`src/rtl/pico_instr_sequencer.sv`:
```
// Program store and instruction issue sequencer for a pico core.
// Loads 16-bit instructions as byte pairs, then feeds each one to the core
// as a lo/hi pair, lets it execute, and follows the core's PC between
// instructions until the program ends, a step limit is hit, or a halt
// request arrives.
module pico_instr_sequencer #(
  parameter int unsigned DEPTH     = 16,
  parameter int unsigned MAX_STEPS = 255
) (
  input  logic       clk,
  input  logic       rst_n,
  input  logic       ld_valid,
  input  logic [7:0] ld_data,
  output logic       ld_ready,
  input  logic       clear,
  input  logic       run,
  input  logic       halt,
  output logic [7:0] core_ui,
  output logic [7:0] core_uio,
  input  logic [4:0] core_pc,
  output logic       busy,
  output logic       done,
  output logic       timeout,
  output logic [5:0] prog_len
);

  localparam int unsigned AW    = (DEPTH > 1) ? $clog2(DEPTH) : 1;
  localparam int unsigned SW    = (MAX_STEPS > 0) ? $clog2(MAX_STEPS + 1) : 1;
  localparam int unsigned LW    = 6;
  localparam int unsigned PW    = 5;
  // Bit 7 of the low byte never reaches the core, so only 15 bits are kept.
  localparam int unsigned WW    = 15;
  localparam logic [LW-1:0] DEPTH_L = LW'(DEPTH);
  localparam logic [SW-1:0] MAX_L   = SW'(MAX_STEPS);

  typedef enum logic [2:0] {
    S_IDLE,
    S_ISSUE_LO,
    S_ISSUE_HI,
    S_EXEC,
    S_SETTLE,
    S_DONE
  } state_t;

  state_t        state, state_nxt;
  logic [LW-1:0] prog_len_nxt;
  logic [PW-1:0] idx, idx_nxt;
  logic [SW-1:0] steps, steps_nxt;
  logic [PW-1:0] pc_base, pc_base_nxt;
  logic          held_vld, held_vld_nxt;
  logic [6:0]    held_lo, held_lo_nxt;
  logic          timeout_nxt;
  logic          done_nxt;
  logic          busy_nxt;
  logic          ld_ready_nxt;
  logic [7:0]    core_ui_nxt;
  logic [7:0]    core_uio_nxt;
  logic [PW-1:0] pc_off;
  logic          store_we;
  logic [WW-1:0] rd_word;

  logic [WW-1:0] store [DEPTH];

  // Program store write port; contents need no reset.
  always_ff @(posedge clk) begin
    if (store_we) begin
      store[prog_len[AW-1:0]] <= {ld_data, held_lo};
    end
  end

  // Next-state, datapath and next-output logic.
  always_comb begin
    state_nxt    = state;
    prog_len_nxt = prog_len;
    idx_nxt      = idx;
    steps_nxt    = steps;
    pc_base_nxt  = pc_base;
    held_vld_nxt = held_vld;
    held_lo_nxt  = held_lo;
    timeout_nxt  = timeout;
    store_we     = 1'b0;
    pc_off       = core_pc - pc_base;

    case (state)
      S_IDLE: begin
        if (run && (prog_len != '0)) begin
          state_nxt   = S_ISSUE_LO;
          pc_base_nxt = core_pc;
          idx_nxt     = '0;
          steps_nxt   = '0;
          timeout_nxt = 1'b0;
        end else if (clear) begin
          prog_len_nxt = '0;
          held_vld_nxt = 1'b0;
        end else if (ld_valid && ld_ready) begin
          if (held_vld) begin
            store_we     = 1'b1;
            prog_len_nxt = prog_len + LW'(1);
            held_vld_nxt = 1'b0;
          end else begin
            held_lo_nxt  = ld_data[6:0];
            held_vld_nxt = 1'b1;
          end
        end
      end
      S_ISSUE_LO: state_nxt = S_ISSUE_HI;
      S_ISSUE_HI: state_nxt = S_EXEC;
      S_EXEC: begin
        state_nxt = S_SETTLE;
        steps_nxt = (steps == MAX_L) ? steps : steps + SW'(1);
      end
      S_SETTLE: begin
        idx_nxt = pc_off;
        if (halt) begin
          state_nxt = S_IDLE;
        end else if (steps == MAX_L) begin
          state_nxt   = S_DONE;
          timeout_nxt = 1'b1;
        end else if ({1'b0, pc_off} >= prog_len) begin
          state_nxt = S_DONE;
        end else begin
          state_nxt = S_ISSUE_LO;
        end
      end
      S_DONE: begin
        if (!run) begin
          state_nxt = S_IDLE;
        end
      end
      default: state_nxt = S_IDLE;
    endcase

    rd_word      = store[idx_nxt[AW-1:0]];
    core_ui_nxt  = 8'h00;
    core_uio_nxt = 8'h00;
    case (state_nxt)
      S_ISSUE_LO: core_ui_nxt = {1'b1, rd_word[6:0]};
      S_ISSUE_HI: begin
        core_ui_nxt  = 8'h80;
        core_uio_nxt = rd_word[WW-1:7];
      end
      default: ;
    endcase

    busy_nxt     = (state_nxt == S_ISSUE_LO) || (state_nxt == S_ISSUE_HI) ||
                   (state_nxt == S_EXEC)     || (state_nxt == S_SETTLE);
    done_nxt     = (state_nxt == S_DONE);
    ld_ready_nxt = (state_nxt == S_IDLE) && (prog_len_nxt < DEPTH_L);
  end

  // State and registered outputs; reset also drops core_ui[7] immediately.
  always_ff @(posedge clk or negedge rst_n) begin
    if (!rst_n) begin
      state    <= S_IDLE;
      prog_len <= '0;
      idx      <= '0;
      steps    <= '0;
      pc_base  <= '0;
      held_vld <= 1'b0;
      held_lo  <= '0;
      timeout  <= 1'b0;
      done     <= 1'b0;
      busy     <= 1'b0;
      ld_ready <= 1'b1;
      core_ui  <= '0;
      core_uio <= '0;
    end else begin
      state    <= state_nxt;
      prog_len <= prog_len_nxt;
      idx      <= idx_nxt;
      steps    <= steps_nxt;
      pc_base  <= pc_base_nxt;
      held_vld <= held_vld_nxt;
      held_lo  <= held_lo_nxt;
      timeout  <= timeout_nxt;
      done     <= done_nxt;
      busy     <= busy_nxt;
      ld_ready <= ld_ready_nxt;
      core_ui  <= core_ui_nxt;
      core_uio <= core_uio_nxt;
    end
  end

endmodule
```
`config.mk`:
```
export PLATFORM = sky130hd
export DESIGN_NAME = pico_instr_sequencer
export DESIGN_NICKNAME = d
export VERILOG_FILES = /design/src/rtl/pico_instr_sequencer.sv
export SDC_FILE = /design/constraint.sdc
export NUM_CORES = 1
export LEC_CHECK = 0
export CORE_UTILIZATION = 55
export DETAILED_ROUTE_END_ITERATION = 7
export MAX_ROUTING_LAYER = met4
export PLACE_DENSITY = 0.79
export SLEW_MARGIN = 5
export SYNTH_ARGS = -nofsm -noshare
export SYNTH_HDL_FRONTEND = slang
export SYNTH_SLANG_ARGS = --single-unit
```
`constraint.sdc`:
```
create_clock -name clk -period 3.8 [get_ports clk]
set_clock_uncertainty 0.15 [all_clocks]
set_input_delay 0.57 -clock clk [delete_from_list [all_inputs] [get_ports clk]]
set_output_delay 0.57 -clock clk [all_outputs]
set_load 0.02 [all_outputs]
```
# Word level (Yosys, flattened, before mapping)
# Memories as Yosys holds them, arrays and structs flattened.
# Index checks and enable logic that the tools add are counted.
# word_totals
reg_bits	54
ramBits	240
in_bits	19
out_inout_bits	26
elab_cells	86
n_memories	1
# memory_table
name	depth	width	rd	rd_clocked_by_memory_dff	write_ports	line_no	source
store	16	15	1	0	1	62	logic [WW-1:0] store [DEPTH];
# op_classes
add_sub_neg	3
order_cmp	2
eq_ne	15
mux	32
bitwise_logic	3
reduce_logical	17
# op_table
op	n
$pmux W8 S2	2
$mux W6	5
$mux W8	3
$pmux W3 S6	1
$mux W3	5
$mux W1	13
$eq A3 B2 Y1 const B	4
$eq A3 B3 Y1 const B	4
$add A8 B1 Y8 const B	1
$eq A8 B8 Y1 const B	1
$ne A2 B2 Y1 const B	4
$pmux W4 S2	1
$add A6 B1 Y6 const B	1
$eq A3 B1 Y1 const B	2
$ge A5 B6 Y1	1
$logic_not A3 Y1	2
$lt A6 B5 Y1 const B	1
$reduce_and A3 Y1	2
$reduce_bool A2 Y1	3
$reduce_bool A6 Y1	1
$reduce_and A5 Y1	1
$sub A5 B5 Y5	1
$mux W4	1
$reduce_and A4 Y1	1
other kinds (5)	11

# Longest topological paths before layout
# logic_depth
depth_word	10
ltp_mapped	14
depth_no_buf	14

# Worst setup path before layout
# No wires, ideal clock.
# synth_path
path_kind	register -> register
from	reg prog_len[1]
to	mem store[4][0], enable pin
arrival_time_ns	2.928
setup_slack_ns	0.335
stages_incl_launch_ff	9
period_less_slack_ns	3.465
cell_sequence	dfrtp_1 > inv_1 > ha_1 > or3b_1 > o21ai_1 > nand3_1 > nor3b_1 > nand2_1 > nor2_1
# synth_between
elab_chain_cells	6
# synth_rtl
element	line_no	source
from (decl)	24	output logic [5:0] prog_len
from (signal assigned)	169	prog_len <= prog_len_nxt;
$reduce_bool A6 Y1	86	if (run && (prog_len != '0)) begin
$logic_and A1 B1 Y1	86	
$mux W1	86	
$mux W1	84	case (state)
$mux W1	66	if (store_we) begin
$mux W1 (not written as such)	67	store[prog_len[AW-1:0]] <= {ld_data, held_lo};
to (decl)	62	
# Parallel ways exist; a longest one is shown, timed or not.

# Final worst setup path
# layout_path
from	reg prog_len[1]
to	reg core_uio[4]
# layout_between
elab_chain_cells	7
word_cells_on_any_way	13
classes_between	order compare: 1; eq/ne: 1; mux: 8; reduce/logical: 2; memory: 1
# layout_rtl
element	line_no	source
$ge A5 B6 Y1	119	end else if ({1'b0, pc_off} >= prog_len) begin
$mux W3	119	
$mux W3	116	end else if (steps == MAX_L) begin
$mux W3	114	if (halt) begin
$pmux W3 S6	84	
$eq A3 B2 Y1	136	case (state_nxt)
$mux W8 *	136	
net core_uio_nxt[4]	57	logic [7:0] core_uio_nxt;
to (signal assigned)	180	core_uio <= core_uio_nxt;
to (decl)	19	output logic [7:0] core_uio,
# The timed path passes the listed nets; every way through them passes the cells marked *.
# A chain may end at the register's enable or synchronous reset.

==> reports/summary.txt <==
Ratio of cells with drive above 1 in the final layout - 12.39%
Fin util - 65.47%
Status - completed
I/O pin count - 45
Slew at the pin closest to its max-slew limit - 1.006 ns
CTS tree - yes
CTS root buf - clkbuf_16
H-tree depth - 1
Syn Area/Cell - 13.56 µm²
Finished Layout Cells - 1260
Clk sinks - 294
Area Overhead vs Synth - 15.40%
Placed Cells - 1204
Achievable Freq - 285.2 MHz
Setup slack at placement - -0.04740 ns
Most frequent cells in the layout - edfxtp_1, nand2_1, nand3_1
Core area - 21220 µm²
Routed via count - 7671
Cell area after synthesis - 12040 µm²
P per Cell Area - 674.6 nW/µm²
Vias in the first global route - 7620
Critical path cell sequence - inv_1 -> ha_1 -> or3b_1 -> o311ai_4 -> a21oi_4 -> inv_4 -> buf_4 -> mux2i_1 -> a221o_1 -> a311oi_1 -> or3_1
Combinational fraction of design power - 26.3%
Syn Inst Count - 888
Violation count after the first detailed-route iteration - 696
Routed WL per cell - 21.98 µm
Number of buffers created by CTS - 30
Tcrit/Tclk final - 92.28%
Post-synth EDFFs - 240
Sequential share of power - 43.7%
Type of origin of the critical path - flop
Area of the multi-input gates - 3139 µm²
Final count of hold timing violations - 0
Worst-Skew Late Latency - 0.56 ns
Post-synth ARST share - 18.37%
Die area - 22480 µm²
Worst path arrival time - 3.79 ns
GPL Wtd Cong - 0.8473
Starting density of the core - 56.73%
Setup ws final - 0.2935 ns
Sequential standard cell area - 8559 µm²
Critical Path Max Stage Delay - 0.43 ns
Crit Path Max Fanout - 18
Initial antenna violation count - 0
Max Root-Sink Buffers - 3
Commonest non-fill, non-tap cell in the layout - edfxtp_1
Total power - 9.371 mW
Detail Route Antenna Nets - 0
# DRC - 0
FF-to-FF setup slack - 0.29 ns
YS warnings - 0
Unrepaired setup endpoints after global routing - no
Placed Area - 12940 µm²
Setup_tns - 0 ns
Flops & latches, synth - 294
Overall routing resource usage - 26.43%
CP Capture Type - flop
WP data required - 4.08 ns
Design Area, Final - 13890 µm²
Hpwl dp - 16080 µm
Antenna fix cells - 0
Crit path time final - 3.507 ns
Via density - 6.088
Resize count post-CTS - 0
VDD IR max - 0.0005202 V
Postcts setup bufs - 0
Die width - 149.9 µm
Final wirelength - 27700 µm
Lkg Pwr - 5.064 nW
Max-Cap Viols - 0
Sw Ratio - 31.65%
NetSw - 2.966 mW
Fillers - 1537
Worst slew margin - 32.93%
Row count - 53
Final Max Tran Viols - 0
Endpoints failing setup - 0
Cell Int Power - 6.405 mW
Hold Buf Count CTS - 0
Syn nets - 922
Crit-path slowest cell - dfrtp_1
Register area share after synthesis - 71.10%
Yosys cell types - 59
Clock transition at path regs - 0.06 ns
DIE HEIGHT - 149.9 µm
Input/output buffers - 44
Hold Crit Class - input pin to asynchronous set/reset pin
TritonRoute pass-1 iters - 5
Top FF cell, synth - edfxtp_1
Largest net degree at the start of global routing - 90
Global-route wire length before repair - 42660 µm
Worst R2R Path Depth - 11
Hold slack - 0.03531 ns
Clk pwr share - 30.0%
Kind of critical path - flop to flop
Aggregate global routing overflow - 0
Nets - 995
-- registers in the layout (all words and copies together) (netlist names) --
register / flops
idx: 4
state: 3
core_ui: 8
pc_base: 5
held_lo: 7
store: 240
done: 1
held_vld: 1
timeout: 1
steps: 8
prog_len: 6
busy: 1
ld_ready: 1
core_uio: 8
-- area by class of cell --
class | count | share of cell area (%)
clock buffer | 42 | 6.088
clock inverter | 14 | 0.7836
inverter | 24 | 0.6755
multi-input combinational | 525 | 22.60
sequential | 294 | 61.61
tap | 275 | 2.477
timing repair buffer | 86 | 5.764
-- kinds of logic (layout without fill, tap and decap cells) --
| kind of cell | Yosys count | count (layout) | share of synthesized area [%] |
|---|---|---|---|
| flip-flops | 294 | 294 | 71.10 |
| multiplexers | 46 | 46 | 3.919 |
| AO/OA/AOI/OAI | 107 | 107 | 6.725 |
| buffers and inverters | 69 | 166 | 3.025 |
| AND/OR/NAND/NOR | 346 | 346 | 12.81 |
| XOR/XNOR | 11 | 11 | 0.8003 |
| adder cells (fa/ha/maj) | 15 | 15 | 1.621 |
-- cell usage after synthesis (8+ instances only) --
cell | count | area, µm²
a21oi_1 | 21 | 105.1
a221o_1 | 16 | 160.2
a311oi_1 | 17 | 148.9
and3_1 | 19 | 118.9
buf_2 | 13 | 65.06
clkbuf_1 | 12 | 45.04
dfrtp_1 | 53 | 1326
edfxtp_1 | 240 | 7207
ha_1 | 14 | 175.2
inv_1 | 21 | 78.83
mux2_2 | 9 | 101.4
mux2i_1 | 37 | 370.4
nand2_1 | 183 | 686.9
nand3_1 | 56 | 280.3
nand4_1 | 15 | 93.84
nor2_1 | 41 | 153.9
o21ai_0 | 10 | 50.05
o22ai_1 | 8 | 50.05
or3_1 | 8 | 50.05
-- final timing paths --
path,start,end
worst max-delay path,prog_len[1],core_uio[4]
worst min-delay path,rst_n,timeout
worst max register to register,prog_len[1],core_uio[4]
worst min register to register,steps[0],steps[0]
max in group asynchronous,rst_n,core_uio[4]
min in group clk,steps[0],steps[0]
-- critical path: cells and delay by family, from the launching register on --
family / cells / cell delay [ns]
DFF: 1 / 0.43
adders and majority gates: 1 / 0.24
muxes: 1 / 0.27
and+or+nand+nor: 2 / 0.82
buffers and inverters: 3 / 0.72
AOI/OAI and AO/OA: 4 / 0.73
-- layer usage --
metal  global-route usage, %  vias up  share of wire (%)
li1                        -     3426                  -
met5                       -        -                  0
met3                   3.537       68                7.2
met2                   42.25      347                 48
met4                   8.687        0                2.7
met1                   35.28     3830                 42
-- power groups by stage --
stage / registers (mW) / logic (mW) / clock network, mW
after floorplan: 4.12 / 1.63 / 0
after global placement: 4.15 / 2.35 / 0
after detailed placement: 4.15 / 2.43 / 0
after CTS: 4.09 / 2.46 / 2.85
after global routing: 4.13 / 2.69 / 2.96
final: 4.09 / 2.47 / 2.81
Note: power is estimated with default switching activity, not from simulation.
